`config.mk`:
```
export PLATFORM = sky130hd
export DESIGN_NAME = mem_port_arbiter_flat
export DESIGN_NICKNAME = d
export VERILOG_FILES = /design/src/rtl/rv_mem_pkg.sv /design/src/rtl/mem_port_arbiter_if.sv /design/src/rtl/mem_arb_sel.sv /design/src/rtl/mem_port_arbiter.sv /design/src/flat_wrapper.sv
export SDC_FILE = /design/constraint.sdc
export NUM_CORES = 1
export LEC_CHECK = 0
export ABC_AREA = 0
export CORE_MARGIN = 3
export CORE_UTILIZATION = 37
export DETAILED_ROUTE_END_ITERATION = 10
export HOLD_SLACK_MARGIN = 0.06
export PLACE_DENSITY = 0.83
export SETUP_SLACK_MARGIN = 0.2
export SLEW_MARGIN = 5
export SYNTH_ARGS = -nofsm -noshare
export SYNTH_HDL_FRONTEND = slang
export SYNTH_SLANG_ARGS = --single-unit
```
`constraint.sdc`:
```
create_clock -name clk -period 3.2 [get_ports clk]
set_input_delay 0.48 -clock clk [delete_from_list [all_inputs] [get_ports clk]]
set_output_delay 0.48 -clock clk [all_outputs]
set_load 0.01 [all_outputs]
```
`src/rtl/rv_mem_pkg.sv`:
```
`default_nettype none
// ----------------------------------------------------------------------------
// rv_mem_pkg: shared types and constants for the fetch/data memory arbiter.
// Revision 1.0
// ----------------------------------------------------------------------------
package rv_mem_pkg;

   typedef enum logic [1:0] {
      IDLE     = 2'd0,
      WAIT_GNT = 2'd1,
      WAIT_RSP = 2'd2
   } state_t;

   localparam logic OWN_FETCH = 1'b0;
   localparam logic OWN_DATA  = 1'b1;

   localparam int AW_DEF = 32;
   localparam int DW_DEF = 32;

endpackage
`default_nettype wire

```
`src/rtl/mem_port_arbiter_if.sv`:
```
`default_nettype none
// ----------------------------------------------------------------------------
// mem_port_arbiter_if: fetch, data and memory-side buses of the arbiter.
// Revision 1.0
// ----------------------------------------------------------------------------
interface mem_port_arbiter_if #(
   parameter int AW = 32,
   parameter int DW = 32
);
   logic          i_req;
   logic [AW-1:0] i_addr;
   logic          i_gnt;
   logic          i_rvalid;
   logic [DW-1:0] i_rdata;
   logic          i_err;

   logic          d_req;
   logic          d_we;
   logic [AW-1:0] d_addr;
   logic [DW-1:0] d_wdata;
   logic          d_gnt;
   logic          d_rvalid;
   logic [DW-1:0] d_rdata;
   logic          d_err;

   logic          m_req;
   logic          m_we;
   logic [AW-1:0] m_addr;
   logic [DW-1:0] m_wdata;
   logic          m_gnt;
   logic          m_rvalid;
   logic [DW-1:0] m_rdata;

   modport slave (
      input  i_req, i_addr, d_req, d_we, d_addr, d_wdata, m_gnt, m_rvalid, m_rdata,
      output i_gnt, i_rvalid, i_rdata, i_err, d_gnt, d_rvalid, d_rdata, d_err,
             m_req, m_we, m_addr, m_wdata
   );

   modport master (
      output i_req, i_addr, d_req, d_we, d_addr, d_wdata, m_gnt, m_rvalid, m_rdata,
      input  i_gnt, i_rvalid, i_rdata, i_err, d_gnt, d_rvalid, d_rdata, d_err,
             m_req, m_we, m_addr, m_wdata
   );
endinterface
`default_nettype wire

```
`src/rtl/mem_arb_sel.sv`:
```
`default_nettype none
// ----------------------------------------------------------------------------
// mem_arb_sel: data-priority winner select with fetch anti-starvation count.
// Revision 1.0
// ----------------------------------------------------------------------------
module mem_arb_sel #(
   parameter int MAX_DBURST = 4
) (
   input  logic       en,
   input  logic       i_req,
   input  logic       d_req,
   input  logic [3:0] starve_q,
   output logic       gnt_fetch,
   output logic       gnt_data,
   output logic [3:0] starve_d
);

   localparam logic [3:0] BURST_LIMIT = 4'(MAX_DBURST);

   always_comb begin
      gnt_fetch = 1'b0;
      gnt_data  = 1'b0;
      starve_d  = starve_q;
      if (en) begin
         if (d_req && (!i_req || starve_q != BURST_LIMIT)) begin
            gnt_data = 1'b1;
            // Only a data grant that actually overtakes a waiting fetch counts.
            starve_d = i_req ? 4'(starve_q + 4'd1) : 4'd0;
         end else if (i_req) begin
            gnt_fetch = 1'b1;
            starve_d  = 4'd0;
         end
      end
   end

endmodule
`default_nettype wire

```
`src/rtl/mem_port_arbiter.sv`:
```
`default_nettype none
// ----------------------------------------------------------------------------
// mem_port_arbiter: shares one single-ported memory between fetch and data.
// Revision 1.0
// ----------------------------------------------------------------------------
module mem_port_arbiter
   import rv_mem_pkg::*;
#(
   parameter int AW         = AW_DEF,
   parameter int DW         = DW_DEF,
   parameter int MAX_DBURST = 4,
   parameter int TIMEOUT    = 16
) (
   input  logic             clk,
   input  logic             reset,
   mem_port_arbiter_if.slave bus
);

   localparam int             TW       = (TIMEOUT > 1) ? $clog2(TIMEOUT) : 1;
   localparam logic [TW-1:0]  TMO_LAST = TW'((TIMEOUT > 0) ? TIMEOUT - 1 : 0);

   state_t          state_q, state_d;
   logic            owner_q, owner_d;
   logic [3:0]      starve_q, starve_d;
   logic [TW-1:0]   tmo_q, tmo_d;
   logic            tmo_pulse_q, tmo_pulse_d;
   logic            m_req_q, m_req_d;
   logic            m_we_q, m_we_d;
   logic [AW-1:0]   m_addr_q, m_addr_d;
   logic [DW-1:0]   m_wdata_q, m_wdata_d;

   logic            gnt_fetch, gnt_data;
   logic            mem_gnt, mem_rsp, fetch_own;
   logic [3:0]      starve_sel;

   mem_arb_sel #(
      .MAX_DBURST (MAX_DBURST)
   ) u_sel (
      .en        (state_q == IDLE),
      .i_req     (bus.i_req),
      .d_req     (bus.d_req),
      .starve_q  (starve_q),
      .gnt_fetch (gnt_fetch),
      .gnt_data  (gnt_data),
      .starve_d  (starve_sel)
   );

   always_comb begin
      state_d     = state_q;
      owner_d     = owner_q;
      starve_d    = starve_sel;
      tmo_d       = tmo_q;
      tmo_pulse_d = 1'b0;
      m_req_d     = m_req_q;
      m_we_d      = m_we_q;
      m_addr_d    = m_addr_q;
      m_wdata_d   = m_wdata_q;
      case (state_q)
         IDLE: begin
            if (gnt_fetch || gnt_data) begin
               owner_d   = gnt_data ? OWN_DATA : OWN_FETCH;
               m_req_d   = 1'b1;
               m_we_d    = gnt_data && bus.d_we;
               m_addr_d  = gnt_data ? bus.d_addr : bus.i_addr;
               m_wdata_d = gnt_data ? bus.d_wdata : '0;
               state_d   = WAIT_GNT;
            end
         end
         WAIT_GNT: begin
            if (bus.m_gnt) begin
               m_req_d = 1'b0;
               tmo_d   = '0;
               state_d = WAIT_RSP;
            end
         end
         WAIT_RSP: begin
            if (bus.m_rvalid) begin
               state_d = IDLE;
            end else if (TIMEOUT > 0) begin
               if (tmo_q == TMO_LAST) begin
                  tmo_pulse_d = 1'b1;
                  state_d     = IDLE;
               end else begin
                  tmo_d = TW'(tmo_q + 1'b1);
               end
            end
         end
         default: state_d = IDLE;
      endcase
   end

   always_ff @(posedge clk or negedge reset) begin
      if (!reset) begin
         state_q     <= IDLE;
         owner_q     <= OWN_FETCH;
         starve_q    <= 4'd0;
         tmo_q       <= '0;
         tmo_pulse_q <= 1'b0;
         m_req_q     <= 1'b0;
         m_we_q      <= 1'b0;
         m_addr_q    <= '0;
         m_wdata_q   <= '0;
      end else begin
         state_q     <= state_d;
         owner_q     <= owner_d;
         starve_q    <= starve_d;
         tmo_q       <= tmo_d;
         tmo_pulse_q <= tmo_pulse_d;
         m_req_q     <= m_req_d;
         m_we_q      <= m_we_d;
         m_addr_q    <= m_addr_d;
         m_wdata_q   <= m_wdata_d;
      end
   end

   // Responses are only honoured in WAIT_RSP, so stray or late m_rvalid never leaks out.
   assign mem_gnt   = (state_q == WAIT_GNT) && bus.m_gnt;
   assign mem_rsp   = (state_q == WAIT_RSP) && bus.m_rvalid;
   assign fetch_own = (owner_q == OWN_FETCH);

   assign bus.m_req    = m_req_q;
   assign bus.m_we     = m_we_q;
   assign bus.m_addr   = m_addr_q;
   assign bus.m_wdata  = m_wdata_q;

   assign bus.i_gnt    = mem_gnt && fetch_own;
   assign bus.d_gnt    = mem_gnt && !fetch_own;
   assign bus.i_rvalid = (mem_rsp || tmo_pulse_q) && fetch_own;
   assign bus.d_rvalid = (mem_rsp || tmo_pulse_q) && !fetch_own;
   assign bus.i_err    = tmo_pulse_q && fetch_own;
   assign bus.d_err    = tmo_pulse_q && !fetch_own;
   assign bus.i_rdata  = (mem_rsp && fetch_own && !m_we_q) ? bus.m_rdata : '0;
   assign bus.d_rdata  = (mem_rsp && !fetch_own && !m_we_q) ? bus.m_rdata : '0;

endmodule
`default_nettype wire

```
`src/flat_wrapper.sv`:
```
// flat-port wrapper written by rule: the top's interface ports become plain ports
module mem_port_arbiter_flat import rv_mem_pkg::*;
#(
   parameter int AW         = AW_DEF,
   parameter int DW         = DW_DEF,
   parameter int MAX_DBURST = 4,
   parameter int TIMEOUT    = 16
)
  (clk, reset, bus_i_req, bus_i_addr, bus_d_req, bus_d_we, bus_d_addr, bus_d_wdata, bus_m_gnt, bus_m_rvalid, bus_m_rdata, bus_i_gnt, bus_i_rvalid, bus_i_rdata, bus_i_err, bus_d_gnt, bus_d_rvalid, bus_d_rdata, bus_d_err, bus_m_req, bus_m_we, bus_m_addr, bus_m_wdata);
  mem_port_arbiter_if #(.AW(AW), .DW(DW)) bus_i ();
  input  logic clk;
  input  logic reset;
  input wire logic [$bits(bus_i.i_req)-1:0] bus_i_req;
  input wire logic [$bits(bus_i.i_addr)-1:0] bus_i_addr;
  input wire logic [$bits(bus_i.d_req)-1:0] bus_d_req;
  input wire logic [$bits(bus_i.d_we)-1:0] bus_d_we;
  input wire logic [$bits(bus_i.d_addr)-1:0] bus_d_addr;
  input wire logic [$bits(bus_i.d_wdata)-1:0] bus_d_wdata;
  input wire logic [$bits(bus_i.m_gnt)-1:0] bus_m_gnt;
  input wire logic [$bits(bus_i.m_rvalid)-1:0] bus_m_rvalid;
  input wire logic [$bits(bus_i.m_rdata)-1:0] bus_m_rdata;
  output wire logic [$bits(bus_i.i_gnt)-1:0] bus_i_gnt;
  output wire logic [$bits(bus_i.i_rvalid)-1:0] bus_i_rvalid;
  output wire logic [$bits(bus_i.i_rdata)-1:0] bus_i_rdata;
  output wire logic [$bits(bus_i.i_err)-1:0] bus_i_err;
  output wire logic [$bits(bus_i.d_gnt)-1:0] bus_d_gnt;
  output wire logic [$bits(bus_i.d_rvalid)-1:0] bus_d_rvalid;
  output wire logic [$bits(bus_i.d_rdata)-1:0] bus_d_rdata;
  output wire logic [$bits(bus_i.d_err)-1:0] bus_d_err;
  output wire logic [$bits(bus_i.m_req)-1:0] bus_m_req;
  output wire logic [$bits(bus_i.m_we)-1:0] bus_m_we;
  output wire logic [$bits(bus_i.m_addr)-1:0] bus_m_addr;
  output wire logic [$bits(bus_i.m_wdata)-1:0] bus_m_wdata;
  assign bus_i.i_req = bus_i_req;
  assign bus_i.i_addr = bus_i_addr;
  assign bus_i.d_req = bus_d_req;
  assign bus_i.d_we = bus_d_we;
  assign bus_i.d_addr = bus_d_addr;
  assign bus_i.d_wdata = bus_d_wdata;
  assign bus_i.m_gnt = bus_m_gnt;
  assign bus_i.m_rvalid = bus_m_rvalid;
  assign bus_i.m_rdata = bus_m_rdata;
  assign bus_i_gnt = bus_i.i_gnt;
  assign bus_i_rvalid = bus_i.i_rvalid;
  assign bus_i_rdata = bus_i.i_rdata;
  assign bus_i_err = bus_i.i_err;
  assign bus_d_gnt = bus_i.d_gnt;
  assign bus_d_rvalid = bus_i.d_rvalid;
  assign bus_d_rdata = bus_i.d_rdata;
  assign bus_d_err = bus_i.d_err;
  assign bus_m_req = bus_i.m_req;
  assign bus_m_we = bus_i.m_we;
  assign bus_m_addr = bus_i.m_addr;
  assign bus_m_wdata = bus_i.m_wdata;
  mem_port_arbiter #(.AW(AW), .DW(DW), .MAX_DBURST(MAX_DBURST), .TIMEOUT(TIMEOUT)) u_core (.clk(clk), .reset(reset), .bus(bus_i));
endmodule
```
==> summary.md <==
| Metric | Value |
|---|---|
| Multi-input logic area | `0.00183 mm²` |
| DRT Wirelength | `14.2 mm` |
| Comb pwr share | `0.493` |
| Hold-fix buffers, CTS | `0` |
| Non-filler instance count after layout | `796` |
| # port buffers | `270` |
| Routed vias | `4,170` |
| Sequential share of power | `0.338` |
| Synthesized net count | `541` |
| Synth Register Bits | `78` |
| Initial antenna violation count | `0` |
| Switching power | `1.81 mW` |
| Final net count | `793` |
| Clk buf depth | `2` |
| Die height | `110 µm` |
| Post-synth top flop | `dfrtp_1` |
| Detailed Routing Iterations Pass 1 | `4` |
| Seq/Total Area, Yosys | `0.490` |
| Worst-skew pair later-pin latency | `0.36 ns` |
| Worst hold slack | `0.264 ns` |
| Initial DRC count | `306` |
| CP Capture Type | `output port` |
| Arr. time, crit path | `2.28 ns` |
| CTS Sinks | `78` |
| Tot GR Track Use | `0.224` |
| Post-DR wirelength/cell | `17.8 µm` |
| Syn Area/Cell | `9.88 µm²` |
| CP required | `2.72 ns` |
| Fill count | `855` |
| Hold Crit Class | `in -> async` |
| Synth Area in Simple Gates | `0.207` |
| Setup TNS Final | `0 ns` |
| Synth top area share | `0.490` |
| Clock skew | `0.0162 ns` |
| Gpl congestion | `0.852` |
| Syn Inst Count | `403` |
| Resized cells post-CTS | `0` |
| RSZ-0062 raised after global routing | `no` |
| Die Wd | `110 µm` |
| PD cells | `718 mW/mm²` |
| PnR Total Power | `5.01 mW` |
| Largest net degree at the start of global routing | `79` |
| Die Footprint | `0.0120 mm²` |
| # IOs | `271` |
| Initial Util | `0.382` |
| Final hold vios | `0` |
| Compound-Gate Fraction of Synth Area | `0.231` |
| Htree depth | `3` |
| P_leak | `2.84 nW` |
| Int Power | `3.20 mW` |
| Slew HR | `0.219` |
| Min cycle time layout | `2.76 ns` |
| Synthesized area | `0.00398 mm²` |
| Worst-path clk slew | `0.09 ns` |
| Final HPWL DP | `10.8 mm` |
| Vias per cell | `5.24` |
| Final setup violating endpoints | `0` |
| Layout cell share with drive strength beyond 1 | `0.0515` |
| EDFF count, synth | `0` |
| Clock share of power | `0.169` |
| N_diodes | `0` |
| Num CTS Buffers | `9` |
| Switch share | `0.361` |
| Num rows | `37` |
| Period utilisation layout | `0.862` |
| Mux share of post-synthesis cell area | `0.0104` |
| Post-synthesis cell type count | `37` |
| First-pass GRT wire length | `21.2 mm` |
| Max-cap violations | `0` |
| Post-Synth Adder-Cell Area | `0.00943` |
| Final Max Tran Viols | `0` |
| Vias in the first global route | `4,142` |
| Area leader, netlist | `dfrtp_1` |
| Worst-margin pin slew | `1.17 ns` |
| Area growth syn-to-layout | `75.2%` |
| Ys Warns | `0` |
| Status | `finished clean` |
| Main combinational cell family by area after synthesis | `compound AO/OA/AOI/OAI gates` |
| Clk root buf | `clkbuf_8` |
| Worst Path Max Fanout | `32` |
| Global route total overflow | `0` |
| Core area | `0.0104 mm²` |
| Top cells by area, synth | `dfrtp_1 (49%), and2_1 (10%), a22o_1 (7.3%)` |
| FFs w/ async S/R, synth | `1.00` |
| TritonCTS clock tree | `built` |
| Dpl cells | `780` |
| CP startpoint kind | `register` |
| # DRC | `0` |
| Peak VDD IR | `377 µV` |
| Xor/xnor share of the synthesized area | `0` |
| Crit Path Class | `reg -> out` |
| Fmax | `363 MHz` |
| DRT antenna net count | `0` |
| Register Area | `0.00195 mm²` |
| Setup bufs post-CTS | `0` |
## layout by cell type, fill, tap and decap left out, types with 4 or more instances in the layout
master           netlist  final
nand2_1                6      5
nor2_1                 9      8
nor3_1                32     32
a21oi_1               33     33
a22o_1                33     33
clkdlybuf4s50_1        0    269
dfrtp_1               78     78
inv_1                  4      4
o21ai_0               22     22
clkbuf_8               0     10
o31ai_1               30     30
o21ai_1               13     13
nand3_1                6      6
and2_1                65     65
buf_4                  3      8
## flip-flops by register name (all words and copies together), names as in the netlist
name,count
u_core.tmo_pulse_q,1
u_core.state_q,2
u_core.tmo_q,4
u_core.bus.m_we,1
u_core.bus.m_req,1
u_core.bus.m_addr,32
u_core.bus.m_wdata,32
u_core.owner_q,1
u_core.starve_q,4
## path summary, 6_finish.rpt
| check | from | to | slack [ns] | depth (start not counted) |
|---|---|---|---|---|
| max | u_core.state_q[0]$_DFFE_PN0P_ | bus_i_rdata[0] | 0.44 | 5 |
| min in group clk | u_core.bus.m_req$_DFFE_PN0P_ | u_core.bus.m_req$_DFFE_PN0P_ | 0.49 | 2 |
| min reg2reg | u_core.bus.m_req$_DFFE_PN0P_ | u_core.bus.m_req$_DFFE_PN0P_ | 0.49 | 2 |
| max reg2reg | u_core.state_q[0]$_DFFE_PN0P_ | u_core.bus.m_addr[20]$_DFFE_PN0P_ | 1.09 | 4 |
| max in group asynchronous | reset | u_core.starve_q[3]$_DFFE_PN0P_ | 2.27 | 1 |
| min | reset | u_core.bus.m_wdata[8]$_DFFE_PN0P_ | 0.26 | 1 |
## worst max-delay path, cell delays in order, from the launching register on
cell	delay [ns]
dfrtp_1	0.52
nand3b_1	0.28
nor3_2	0.13
buf_4	0.27
and2_1	0.17
clkdlybuf4s50_1	0.55
## final cells by class
type	instances	share of cell area
timing repair buffer	278	0.397
sequential	78	0.280
multi-input combinational	284	0.263
tap	136	0.0244
inverter	4	0.00215
clock buffer	10	0.0197
clock inverter	6	0.0135
## logic make-up (layout without fill, tap and decap cells)
| family | after synthesis | in the layout |
|---|---|---|
| AOI/OAI and AO/OA | 139 | 139 |
| and+or+nand+nor | 138 | 138 |
| DFF | 78 | 78 |
| buffers and inverters | 41 | 298 |
| muxes | 4 | 4 |
| adders and majority gates | 3 | 3 |
## through the flow
stage	utilization	cell area [µm²]	setup slack (ns)
CTS	0.670	6980	0.417
detailed placement	0.647	6740	0.458
floorplan	-	3980	1.44
global route	0.670	6980	0.251
finish	0.670	6980	0.442
global placement	0.647	6740	0.509
## power groups by stage
stage	Clock [mW]	Sequential, mW	Combinational [mW]
global route	0.905	1.75	2.67
detailed placement	0	1.70	2.49
finish	0.845	1.69	2.47
global placement	0	1.68	2.43
floorplan	0	1.81	1.06
CTS	0.865	1.69	2.50
## synthesized netlist by cell type (2+ instances only)
cell and count:
a21oi_1 33, nand3_1 6, o21ai_1 13, nor3_1 32, nand2_1 6, buf_2 9
nand3b_1 2, o31ai_1 30, nor2_1 9, clkbuf_1 21, ha_1 3, nand2b_1 3
nor2b_1 2, mux2i_1 3, a31oi_1 2, and2_1 65, and3_1 2, buf_4 3
or2_1 2, inv_1 4, buf_6 4, nor3_2 2, a22o_1 33, dfrtp_1 78
a32o_1 3, o21ai_0 22
## layer usage
layer / wire length, µm / global-route usage / vias up
met3: 1140 / 0.0546 / 21
li1: - / - / 1961
met5: 0 / 0 / -
met4: 229 / 0.0579 / 0
met2: 7690 / 0.418 / 212
met1: 5110 / 0.253 / 1976
No activity file was read; power rests on OpenSTA's default activity.
